$ cat config.mk
export PLATFORM = sky130hd
export DESIGN_NAME = dsp_mac_sequencer
export DESIGN_NICKNAME = d
export VERILOG_FILES = /design/src/rtl/dsp_mac_sequencer.sv
export SDC_FILE = /design/constraint.sdc
export NUM_CORES = 1
export LEC_CHECK = 0
export CAP_MARGIN = 20
export CORE_UTILIZATION = 44
export CTS_BUF_LIST = sky130_fd_sc_hd__clkbuf_8
export DETAILED_ROUTE_END_ITERATION = 6
export PLACE_DENSITY = 0.87
export SLEW_MARGIN = 15
export SYNTH_ARGS = -nofsm -noshare
export SYNTH_HDL_FRONTEND = slang
export SYNTH_SLANG_ARGS = --single-unit
$ cat constraint.sdc
create_clock -name CLK -period 2.44 [get_ports CLK]
set_clock_uncertainty 0.1 [all_clocks]
set_input_delay 0.61 -clock CLK [delete_from_list [all_inputs] [get_ports CLK]]
set_output_delay 0.61 -clock CLK [all_outputs]
set_load 0.05 [all_outputs]
$ cat src/rtl/dsp_mac_sequencer.sv
// Sequences a single DSP48A1 slice as a signed multiply-accumulate engine for dot products.
// A per-slot tag pipeline keeps OPMODE and result capture aligned with the slice latency.
module dsp_mac_sequencer #(
  parameter int unsigned LEN_W   = 10,
  parameter int unsigned LAT     = 4,
  parameter int unsigned OP_SKEW = 1
) (
  input  logic             CLK,
  input  logic             RST,
  input  logic             start,
  input  logic [LEN_W-1:0] len,
  output logic             busy,
  input  logic [17:0]      a_in,
  input  logic [17:0]      b_in,
  input  logic             in_valid,
  output logic             in_ready,
  output logic [47:0]      res,
  output logic             res_carry,
  output logic             res_valid,
  input  logic             res_ready,
  output logic [17:0]      dsp_A,
  output logic [17:0]      dsp_B,
  output logic [7:0]       dsp_OPMODE,
  output logic             dsp_CE,
  output logic             dsp_RST,
  input  logic [47:0]      dsp_P,
  input  logic             dsp_CARRYOUT
);

  typedef enum logic [1:0] {
    IDLE  = 2'd0,
    RUN   = 2'd1,
    DRAIN = 2'd2,
    DONE  = 2'd3
  } state_t;

  typedef struct packed {
    logic v;
    logic first;
    logic last;
  } tag_t;

  state_t           state;
  logic [LEN_W-1:0] remaining;
  logic             first_pend;
  tag_t             tags      [0:LAT];
  tag_t             tags_next [0:LAT];
  tag_t             new_tag;
  logic             beat;
  logic             last_beat;
  logic             tail;

  assign busy      = (state != IDLE);
  assign in_ready  = (state == RUN);
  assign res_valid = (state == DONE);
  assign dsp_CE    = (state == RUN) || (state == DRAIN);
  assign dsp_RST   = RST;

  assign beat      = in_valid & in_ready;
  assign last_beat = beat && (remaining == LEN_W'(1));
  assign tail      = tags[LAT].v & tags[LAT].last;

  function automatic logic [7:0] opmode_of(input tag_t t);
    logic [7:0] op;
    if (!t.v)
      op = 8'b0000_1000;
    else if (t.first)
      op = 8'b0000_0001;
    else
      op = 8'b0000_1001;
    return op;
  endfunction

  // tags[k] describes the slot issued k cycles ago; tags[0] travels with dsp_A/dsp_B.
  always_comb begin
    new_tag.v     = beat;
    new_tag.first = beat & first_pend;
    new_tag.last  = last_beat;
    tags_next[0]  = new_tag;
    for (int unsigned k = 1; k <= LAT; k++)
      tags_next[k] = tags[k-1];
  end

  always_ff @(posedge CLK) begin
    if (RST) begin
      state      <= IDLE;
      remaining  <= '0;
      first_pend <= 1'b0;
      res        <= '0;
      res_carry  <= 1'b0;
      dsp_A      <= '0;
      dsp_B      <= '0;
      dsp_OPMODE <= '0;
      for (int unsigned k = 0; k <= LAT; k++)
        tags[k] <= '0;
    end else begin
      for (int unsigned k = 0; k <= LAT; k++)
        tags[k] <= tags_next[k];
      dsp_A <= beat ? a_in : '0;
      dsp_B <= beat ? b_in : '0;
      // Registered so the port shows the OPMODE of the slot at stage OP_SKEW this cycle.
      dsp_OPMODE <= opmode_of(tags_next[OP_SKEW]);

      case (state)
        IDLE: begin
          if (start) begin
            if (len == '0) begin
              res       <= '0;
              res_carry <= 1'b0;
              state     <= DONE;
            end else begin
              remaining  <= len;
              first_pend <= 1'b1;
              state      <= RUN;
            end
          end
        end
        RUN: begin
          if (beat) begin
            remaining  <= remaining - LEN_W'(1);
            first_pend <= 1'b0;
            if (last_beat)
              state <= DRAIN;
          end
        end
        DRAIN: begin
          if (tail) begin
            res       <= dsp_P;
            res_carry <= dsp_CARRYOUT;
            state     <= DONE;
          end
        end
        DONE: begin
          if (res_ready)
            state <= IDLE;
        end
        default: state <= IDLE;
      endcase
    end
  end

endmodule

## Yosys cells after proc, flatten, opt, wreduce, memory -nomap -nowiden

Memory sizes are Yosys's and may differ from the RTL's.
Cells that the tools add are included.

| operators by class | value |
|---|---|
| reduce and logical (&&, ||, !) cells | 12 |
| equality and inequality tests | 11 |
| multiplexer cells | 33 |
| add/sub/neg operators | 1 |
| bitwise gates (word level) | 10 |

Operator list:

| cell | number |
|---|---|
| 48-bit 2-to-1 mux | 3 |
| 48-bit one-hot mux with 2 select lines | 1 |
| 10-bit 2-to-1 mux | 3 |
| 10-bit one-hot mux with 2 select lines | 1 |
| 3-bit 2-to-1 mux | 5 |
| 2-bit 2-to-1 mux | 6 |
| 10-bit by 1-bit equality test with 1-bit output, second input constant | 1 |
| 10-bit zero test | 1 |
| 10-bit by 1-bit subtractor with 10-bit output, second input constant | 1 |
| 1-bit 2-to-1 mux | 9 |
| 4-bit 2-to-1 mux | 2 |
| 2-bit != test, second input constant | 4 |
| 2-bit one-hot mux with 4 select lines | 1 |
| 4-bit AND reduction | 2 |
| 2-bit by 1-bit != test with 1-bit output, second input constant | 3 |
| 2-bit nonzero test | 3 |
| 1-bit bitwise OR | 5 |
| 5-bit AND reduction | 1 |
| 2-bit equality test, second input constant | 2 |
| 1-bit one-hot mux with 2 select lines | 2 |
| 2-bit OR reduction | 2 |
| 1-bit bitwise AND | 3 |
| 2-bit by 1-bit equality test with 1-bit output, second input constant | 1 |
| 2-bit zero test | 1 |
| other kinds (3) | 4 |

| word-level totals | value |
|---|---|
| logic and storage cells | 77 |
| output and inout bits | 98 |
| bits of input ports | 100 |
| bits in registers | 106 |
| memory bits (writable) | 15 |
| memories kept | 1 |

Memory list:

| memory | depth | width | read ports | clocked after Yosys merged registers in | wr ports | RTL line | RTL |
|---|---|---|---|---|---|---|---|
| tags | 5 | 3 | 5 | 0 | 5 | 46 | `tag_t tags [0:LAT];` |

## Depth between registers and ports, before layout

| logic depth | value |
|---|---|
| depth after elaboration | 6 |
| mapped depth | 9 |
| mapped depth without buffers | 6 |

## Worst setup path before layout

Ideal clock, no wire load.

| path | value |
|---|---|
| kind | register to register |
| start point | register state[1] |
| end point | register state[0] |
| stages on the path, launching flop included | 8 |
| arrival | 2.171 ns |
| required time | 2.253 ns |
| setup slack | 0.081 ns |
| clock period less this slack | 2.359 ns |
| library setup time | 0.087 ns |
| cells stage by stage | dfxtp_1 > inv_1 > ha_1 > buf_6 > nor2b_1 > or4_4 > or4_1 > o31ai_1 |

| on the way | value |
|---|---|
| cells in the longest elaborated chain, start to end | 5 |
| elaborated cells between the ends (all ways) | 13 |
| classes of those cells | 8 x eq/ne; 1 x mux; 1 x bitwise; 3 x reduce/logical |

RTL lines:

| what | RTL line | RTL |
|---|---|---|
| start: declaration | 43 | `state_t state;` |
| start signal: assignment | 86 | `state <= IDLE;` |
| start signal: assignment | 110 | `state <= DONE;` |
| start signal: assignment | 114 | `state <= RUN;` |
| 2-bit by 1-bit equality test with 1-bit output * | 54 | `assign in_ready = (state == RUN);` |
| named net in_ready | 16 | `output logic in_ready,` |
| 1-bit bitwise AND | 59 | `assign beat = in_valid & in_ready;` |
| 1-bit logical AND | 60 | `assign last_beat = beat && (remaining == LEN_W'(1));` |
| 2-bit by 1-bit != test with 1-bit output (no source line) | - |  |
| 5-bit AND reduction (no source line) | - |  |

The timed path passes the listed nets; every way through them passes the cells marked *.
A chain may end at the register's enable or synchronous reset.

## Worst setup path after layout

| path | value |
|---|---|
| start point | register state[0] |
| end point | output port busy |

| on the way | value |
|---|---|
| cells in the longest elaborated chain, start to end | 1 |

RTL lines:

| what | RTL line | RTL |
|---|---|---|
| 2-bit nonzero test | 53 | `assign busy = (state != IDLE);` |
| end: declaration | 12 | `output logic busy,` |

Every way passes these cells.

==> impl_metrics.json <==
{
  "worstSetupPathType": "reg -> out",
  "start_util_pct": 45.3,
  "fin_tns_setup_ps": 0,
  "cts_tree": "built",
  "p_int_mw": 3.40,
  "crit_arrival_ps": 1620,
  "die_y_um": 105,
  "n_antenna_cell": 0,
  "rsz0062_at_grt": "false",
  "dp_cells": 784,
  "globalplace.congestion": 0.936,
  "synth_edf_count": 0,
  "netlist_instances": 475,
  "fin_crit_ps": 2330,
  "synth_cell_type_count": 44,
  "via_per_inst": 5.81,
  "grt_pass1_wl_mm": 21.3,
  "drv_cap": 0,
  "clk_latency_ps": 360,
  "cts_resized": 0,
  "hold_viol_final": 0,
  "ys_top_cells_by_area": "dfxtp_1 48%, a221o_1 10%, a32oi_1 9.4%",
  "yosysWarningCount": 0,
  "yosys_register_bits": 111,
  "areaGrowthSynthToFinish_pct": 51.6,
  "yosysTopAreaCell": "dfxtp_1",
  "drt_pass1_iterations": 5,
  "num_io_pins": 198,
  "seq_area_frac_synth_pct": 47.6,
  "min_period_over_period_pct": 95.3,
  "ctsHoldBuffers": 0,
  "switching_share_pct": 37.1,
  "hold_ws_ps": 312,
  "instances_no_fill": 800,
  "drc": 0,
  "root_buffer": "clkbuf_8",
  "grtUsageTotal_pct": 23.9,
  "clockBufferDepth": 2,
  "grt_overflow": 0,
  "timing.fmax_mhz": 430,
  "synth.avg_cell_area_um2": 9.84,
  "core_mm2": 0.0103,
  "p_sw_mw": 2.00,
  "crit_path_start_kind": "register",
  "avgRoutedWirePerCell_um": 17.0,
  "fp-row-count": 37,
  "power_mw": 5.40,
  "synth_ff_type": "dfxtp_1",
  "synthArstFlopShare_pct": 0,
  "relSlewSlack_pct": 52.6,
  "cts_buffers": 9,
  "p_per_area_mw_per_mm2": 762,
  "worstPathMaxFanout": 7,
  "min_path_type": "reg -> reg",
  "seqPwrFrac_pct": 37.7,
  "ant_nets": 0,
  "tightest_slew_ps": 705,
  "combPwrFrac_pct": 39.5,
  "wirelength_mm": 13.6,
  "final_max_slew_viol_count": 0,
  "htreeDepth": 3,
  "vias": 4646,
  "clk_pin_slew_ps": 100,
  "postCtsSetupRepairBufs": 0,
  "setup_violations": 0,
  "critPathCaptureType": "output pin",
  "cp.required_ps": 1730,
  "drive_above_1_share_pct": 9.64,
  "grt_start_max_net_pins": 79,
  "antenna_found_initial": 0,
  "pwr-share-clk_pct": 22.9,
  "dieWidth_um": 105,
  "post-dp-hpwl_mm": 9.41,
  "clock-sinks": 111,
  "vdd_drop_max_uv": 530,
  "grt_pass1_vias": 4295,
  "leakagePower_nw": 2.63,
  "drt_iter0_drc": 417,
  "netlist_area_mm2": 0.00467,
  "port_buffers": 191,
  "synth.top_cell.area_share_pct": 47.6,
  "status": "finished, final reports clean",
  "dieArea_mm2": 0.0110,
  "num-nets-final": 766
}
Yosys cell counts, drive strengths merged, types with 3 or more instances:
cell / number
nor3: 4
a41oi: 4
nor3b: 3
ha: 7
inv: 10
a32oi: 50
nor2: 58
nor2b: 20
dfxtp: 111
a21oi: 15
nand3: 7
nor4: 3
a31oi: 4
or4: 3
o21ai: 10
o31ai: 3
clkbuf: 34
a221o: 49
buf: 17
and2: 38
and4b: 3
power groups by stage:
stage,clock network (mW),logic [mW],registers (mW)
2_1_floorplan,0,1.14,2.20
3_3_place_gp,0,2.07,2.07
3_5_place_dp,0,2.10,2.07
4_1_cts,1.27,2.11,2.03
5_1_grt,1.34,2.29,2.05
6_report,1.23,2.13,2.03
cells by family after synthesis:
group                      synth area share, %
AOI/OAI and AO/OA                         26.3
adders and majority gates                 1.87
buffers and inverters                     6.13
DFF                                       47.6
muxes                                    0.241
other                                   0.0802
and+or+nand+nor                           17.9
final timing paths:
kind	start	endpoint	slack [ps]	cells after the start
max reg2reg	state[0]	state[1]	150	6
max	state[0]	busy	110	5
min	tags[0][1]	dsp_OPMODE[3]	310	1
min reg2reg	tags[0][1]	dsp_OPMODE[3]	310	1
critical path, cell delays in order (launching register included):
cell and delay, ps:
dfxtp_1 350, inv_1 120, ha_1 320, inv_1 140, buf_4 180, buf_12 140
registers in the layout, summed over array words and instances, names as in the netlist:
signal / count
res_carry: 1
dsp_A: 18
remaining: 10
state: 2
dsp_B: 18
res: 48
tags: 11
dsp_OPMODE: 2
first_pend: 1
stage by stage:
| step | instance area [µm²] | setup slack [ps] | utilization [%] |
|---|---|---|---|
| final | 7090 | 114 | 68.6 |
| after global routing | 7090 | 17.4 | 68.6 |
| after CTS | 7080 | 90.2 | 68.6 |
| after detailed placement | 6850 | -315 | 66.4 |
| after global placement | 6850 | -202 | 66.4 |
| after floorplan | 4690 | 81.4 | - |
routing by layer:
metal	up-vias	global-route usage (%)	wire length [µm]
met5	-	0	0
met4	0	7.95	273
met3	23	6.36	1420
met2	288	39.1	6390
met1	2178	30.5	5520
li1	2157	-	-
final cells by class:
class	instances	area, µm²
inverters	10	37.5
multi-input cells	308	2210
repair buffers	219	2220
clock buffers	9	124
flip-flops and latches	111	2220
clock inverters	7	104
well taps	136	170
fillers	756	3240
cell usage in the layout, fill, tap and decap left out, drive strengths merged, types with 3 or more instances in the layout:
master,n
a21oi,15
a32oi,50
nor3,4
nor2,58
and2,38
o31ai,3
dfxtp,111
o21ai,10
nor4,3
clkbuf,9
and4b,3
nand3,7
inv,12
conb,6
nor2b,20
a221o,49
a41oi,4
or4,3
buf,34
nor3b,3
clkdlybuf4s50,185
ha,7
a31oi,4
No activity file was read; power rests on OpenSTA's default activity.
==> patch 1 (config.mk and constraints unchanged) <==
Re-encode `state_t` (4 states) as one-hot, 4 bits wide.
--- a/src/rtl/dsp_mac_sequencer.sv
+++ b/src/rtl/dsp_mac_sequencer.sv
@@ -28,9 +28,9 @@
 );
 
-  typedef enum logic [1:0] {
-    IDLE  = 2'd0,
-    RUN   = 2'd1,
-    DRAIN = 2'd2,
-    DONE  = 2'd3
+  typedef enum logic [3:0] {
+    IDLE  = 4'b0001,
+    RUN   = 4'b0010,
+    DRAIN = 4'b0100,
+    DONE  = 4'b1000
   } state_t;
 
Function: no difference found for any inputs over 10 cycles, from zero or initial values and one cycle with RST high; not proved beyond that.
==> patch 1 against the unedited design <==
- area after synthesis fell by 17%
- final area fell by 9.3%
- wire length fell by 22%
- sequential cell count rose by 2
- non-clock buffer count fell by 6
- setup slack got worse by 0.78 ps
Power is not compared: it rests on default switching activity, and its combinational part moved more than twofold at a synthesized area within 25%.
==> patch 1: results <==
<?xml version="1.0" encoding="UTF-8"?>
<metrics>
  <group name="grt">
    <metric name="grt_start_max_net_pins" unit="">50</metric>
    <metric name="grt_pass1_wl" unit="um">15500</metric>
    <metric name="grt.total_usage" unit="">0.224</metric>
    <metric name="antenna_found_initial" unit="">0</metric>
    <metric name="first_global_vias" unit="">3356</metric>
  </group>
  <group name="placed_design">
    <metric name="post-dp-hpwl" unit="um">7680</metric>
    <metric name="place.gp.congestion" unit="">0.903</metric>
    <metric name="dpl_cell_area" unit="mm^2">0.00598</metric>
    <metric name="dp_slack" unit="ps">-204</metric>
  </group>
  <group name="drt">
    <metric name="drt-initial-drc-count" unit="">117</metric>
    <metric name="detail_route.vias_per_cell" unit="">5.17</metric>
    <metric name="wl_met3" unit="um">1060</metric>
    <metric name="wl_met2" unit="um">5250</metric>
    <metric name="routedWlPerCell" unit="um">15.7</metric>
    <metric name="detail_route.wirelength.met1" unit="um">4060</metric>
    <metric name="first_pass_iters" unit="">4</metric>
  </group>
  <group name="sta">
    <metric name="worst_slew_pin_slew" unit="ps">535</metric>
  </group>
  <group name="cts">
    <metric name="clk_latency" unit="ps">420</metric>
    <metric name="tritoncts.num_buffers" unit="">17</metric>
    <metric name="clock-root-buffer" unit="">sky130_fd_sc_hd__clkbuf_8</metric>
    <metric name="clk_transition_reported_paths" unit="ps">70</metric>
    <metric name="cts.htree.levels" unit="">4</metric>
  </group>
  <group name="finish">
    <metric name="nFillCells" unit="">575</metric>
    <metric name="final_net_count" unit="">657</metric>
    <metric name="drive_above_1_share" unit="">0.123</metric>
  </group>
  <group name="yosys">
    <metric name="ys_types" unit="">50</metric>
    <metric name="post-synth-top-area-fraction" unit="">0.581</metric>
    <metric name="synth_commonest_cells" unit="">sky130_fd_sc_hd__dfxtp_1, sky130_fd_sc_hd__a22o_1, sky130_fd_sc_hd__and2_1</metric>
    <metric name="synth_area_leaders" unit="">sky130_fd_sc_hd__dfxtp_1, sky130_fd_sc_hd__a22o_1, sky130_fd_sc_hd__and2_1, sky130_fd_sc_hd__nor2b_1, sky130_fd_sc_hd__clkbuf_1</metric>
    <metric name="synth.yosys.warnings" unit="">0</metric>
    <metric name="synth_sequential_area_ratio" unit="">0.581</metric>
  </group>
  <group name="worst_setup_path">
    <metric name="cp_slowest_cell" unit="">sky130_fd_sc_hd__or4b_4</metric>
    <metric name="critical_path.max_stage_delay" unit="ps">510</metric>
    <metric name="critPathMaxFanout" unit="">10</metric>
  </group>
  <group name="run_status">
    <metric name="run_status" unit="">complete, no violations</metric>
  </group>
</metrics>
==> patch 1: metal layers <==
layer / up-vias / track usage
met5: - / 0
met4: 0 / 0.117
met3: 20 / 0.0814
met2: 181 / 0.397
met1: 1624 / 0.230
li1: 1654 / -
==> patch 1: kinds of logic after synthesis <==
kind of cell / after synthesis / share of synthesized area
mux: 1 / 0.00257
flops: 113 / 0.581
other cells: 1 / 0.000963
compound gates: 94 / 0.198
simple gates: 98 / 0.152
buf+inv: 42 / 0.0572
xor+xnor: 1 / 0.00225
fa+ha+maj: 2 / 0.00643
==> patch 1: area by class of cell <==
| cell class | count | area (um^2) | area share |
|---|---|---|---|
| Clock inverter | 14 | 189 | 0.0294 |
| Tap cell | 105 | 131 | 0.0204 |
| Inverter | 8 | 32.5 | 0.00506 |
| Clock buffer | 18 | 248 | 0.0385 |
| Timing Repair Buffer | 213 | 2130 | 0.331 |
| Multi-Input combinational cell | 202 | 1440 | 0.223 |
| Sequential cell | 113 | 2270 | 0.352 |
==> patch 1: path summary, 6_finish.rpt <==
kind         startpoint  slack (ps)       endpoint  cells after the start
max            state[1]         110       in_ready                      3
min          tags[0][1]         310  dsp_OPMODE[3]                      1
max reg2reg    state[1]         270   remaining[0]                      5
min reg2reg  tags[0][1]         310  dsp_OPMODE[3]                      1
==> patch 1: timing repair <==
action                                  4_1_cts  5_1_grt
gates cloned                                  0        0
setup buffers                                 0        0
gates resized for setup                       5        2
hold buffers                                  0        0
endpoints found under the setup margin        2        1
==> patch 1: power by group through the flow <==
stage | Combinational (mW) | Sequential (mW) | Clock (mW)
floorplan | 0.562 | 2.08 | 0
global placement | 0.971 | 2.05 | 0
detailed placement | 1.00 | 2.05 | 0
CTS | 1.01 | 2.02 | 1.94
global route | 1.09 | 2.03 | 2.01
finish | 1.02 | 2.02 | 1.90
==> patch 1: worst max-delay path: cells and delay by family (launching register included) <==
family,cells,cell delay (ps)
buffers and inverters,2,270
AND/OR/NAND/NOR,1,510
flip-flops,1,410
==> patch 1: metrics by stage <==
step / total power, mW / instances
CTS: 4.96 / 673
global route: 5.13 / 673
finish: 4.94 / 673
detailed placement: 3.06 / 641
floorplan: 2.65 / 357
global placement: 3.02 / 641
==> patch 2 (same settings) <==
Made on the original files. Set the parameter `LAT` to 6 (it was 4).
--- a/src/rtl/dsp_mac_sequencer.sv
+++ b/src/rtl/dsp_mac_sequencer.sv
@@ -3,5 +3,5 @@
 module dsp_mac_sequencer #(
   parameter int unsigned LEN_W   = 10,
-  parameter int unsigned LAT     = 4,
+  parameter int unsigned LAT     = 6,
   parameter int unsigned OP_SKEW = 1
 ) (
Function: changed (a bounded check fails within 10 cycles, from zero or initial values and one cycle with RST high).
==> patch 2 against the unedited design <==
- synthesized cell count rose by 1.9%
- final area rose by 3.3%
- sequential cell count rose by 4
- first-iteration DRC count fell by 35%
- setup slack got worse by 12 ps
- critical endpoint is now res[25]
- combinational power fell by 2%
- fmax fell by 0.53%
- total power rose by 9.9%
- area after synthesis rose by 2.7%
- critical path type unchanged
- wire length rose by 4.7%
==> patch 2: results <==
<?xml version="1.0" encoding="UTF-8"?>
<metrics>
  <group name="grt">
    <metric name="first_global_vias" unit="">4543</metric>
    <metric name="grt_pass1_wl" unit="um">22100</metric>
    <metric name="grt_start_max_net_pins" unit="">50</metric>
    <metric name="grt.total_usage" unit="">0.245</metric>
  </group>
  <group name="drt">
    <metric name="wl_met3" unit="um">1500</metric>
    <metric name="routedWlPerCell" unit="um">17.3</metric>
    <metric name="drt-initial-drc-count" unit="">272</metric>
    <metric name="detail_route.wirelength.met1" unit="um">5520</metric>
    <metric name="wl_met2" unit="um">6950</metric>
    <metric name="detail_route.vias_per_cell" unit="">5.76</metric>
    <metric name="first_pass_iters" unit="">5</metric>
  </group>
  <group name="power">
    <metric name="cellLeakagePower" unit="nW">2.75</metric>
    <metric name="power.ir.vdd_worst" unit="V">0.000498</metric>
    <metric name="power.switching_fraction" unit="">0.370</metric>
  </group>
  <group name="cts">
    <metric name="clk_latency" unit="ps">410</metric>
    <metric name="clk_transition_reported_paths" unit="ps">80</metric>
    <metric name="cts_setup_buffers" unit="">0</metric>
    <metric name="tritoncts.num_buffers" unit="">17</metric>
    <metric name="cts.htree.levels" unit="">4</metric>
    <metric name="postCtsResizedCells" unit="">0</metric>
  </group>
  <group name="sta">
    <metric name="worst_slew_pin_slew" unit="ps">962</metric>
  </group>
  <group name="worst_setup_path">
    <metric name="critPathMaxFanout" unit="">3</metric>
    <metric name="crit_family" unit="">buffers and inverters</metric>
    <metric name="worst-endpoint-required" unit="ps">1730</metric>
    <metric name="cp_slowest_cell" unit="">sky130_fd_sc_hd__clkdlybuf4s50_1</metric>
    <metric name="critical_path.max_stage_delay" unit="ps">820</metric>
  </group>
  <group name="yosys">
    <metric name="synth_commonest_cells" unit="">sky130_fd_sc_hd__dfxtp_1, sky130_fd_sc_hd__nor2_1, sky130_fd_sc_hd__a32oi_1</metric>
    <metric name="ys_types" unit="">47</metric>
    <metric name="synth_area_leaders" unit="">sky130_fd_sc_hd__dfxtp_1, sky130_fd_sc_hd__a221o_1, sky130_fd_sc_hd__a32oi_1, sky130_fd_sc_hd__and2_1, sky130_fd_sc_hd__nor2_1</metric>
    <metric name="synth_sequential_area_ratio" unit="">0.480</metric>
  </group>
  <group name="run_status">
    <metric name="run_status" unit="">complete, no violations</metric>
  </group>
  <group name="finish">
    <metric name="final_net_count" unit="">779</metric>
    <metric name="drive_above_1_share" unit="">0.118</metric>
    <metric name="reg.largest.list" unit="">res x48, dsp_A x18, dsp_B x18</metric>
  </group>
  <group name="placed_design">
    <metric name="dp_slack" unit="ps">-129</metric>
    <metric name="post-dp-hpwl" unit="um">9750</metric>
    <metric name="place.gp.congestion" unit="">0.864</metric>
  </group>
</metrics>
[patch 2: cell types whose count changed in the layout (fill, tap and decap cells not counted), sizes merged]
cell,change
buf,-3
clkbuf,+8
clkinv,+5
dfxtp,+4
inv,+3
nor2b,+4
[patch 2: cells by family (layout without fill, tap and decap cells)]
kind of cell,count (synthesis),count (layout),share of synthesized area
simple gates,152,152,0.182
compound gates,146,146,0.256
flops,115,115,0.480
buf+inv,62,258,0.0605
fa+ha+maj,7,7,0.0183
other cells,1,6,0.000782
mux,1,1,0.00235
[patch 2: path summary, 6_finish.rpt]
kind	from	end	slack [ps]	cells past startpoint
setup / recovery	res[25]	res[25]	100	1
hold / removal	tags[4][0]	tags[5][0]	330	1
setup reg to reg	state[0]	res[7]	210	6
hold reg to reg	tags[4][0]	tags[5][0]	330	1
[patch 2: power groups by stage]
stage          combinational (mW)  clock, mW  sequential [mW]
6_report                     2.08       1.76             2.10
3_5_place_dp                 2.05          0             2.14
5_1_grt                      2.23       1.87             2.12
4_1_cts                      2.06       1.79             2.10
2_1_floorplan                1.18          0             2.27
3_3_place_gp                 1.97          0             2.13
[patch 2: through the flow]
step / cell area, um^2 / hold WS, ps / cells / TNS, ps / total power, mW
2_1_floorplan: 4820 / 289 / 489 / 0 / 3.44
3_3_place_gp: 6930 / 322 / 789 / -4040 / 4.10
3_5_place_dp: 6930 / 320 / 789 / -5640 / 4.19
4_1_cts: 7320 / 336 / 821 / 0 / 5.95
5_1_grt: 7320 / 356 / 821 / 0 / 6.23
6_report: 7320 / 333 / 821 / 0 / 5.94
[patch 2: metal layers]
| layer | vias to the layer above | track usage |
|---|---|---|
| li1 | 2203 | - |
| met1 | 2223 | 0.293 |
| met2 | 277 | 0.412 |
| met3 | 25 | 0.0748 |
| met4 | 0 | 0.0939 |
| met5 | - | 0 |
[patch 2: final cells by class]
cell class | instances | area (um^2)
Fill cell | 773 | 3140
Sequential cell | 115 | 2300
Multi-Input combinational cell | 312 | 2250
Timing Repair Buffer | 216 | 2170
Clock buffer | 17 | 234
Tap cell | 136 | 170
Clock inverter | 15 | 159
Inverter | 10 | 37.5
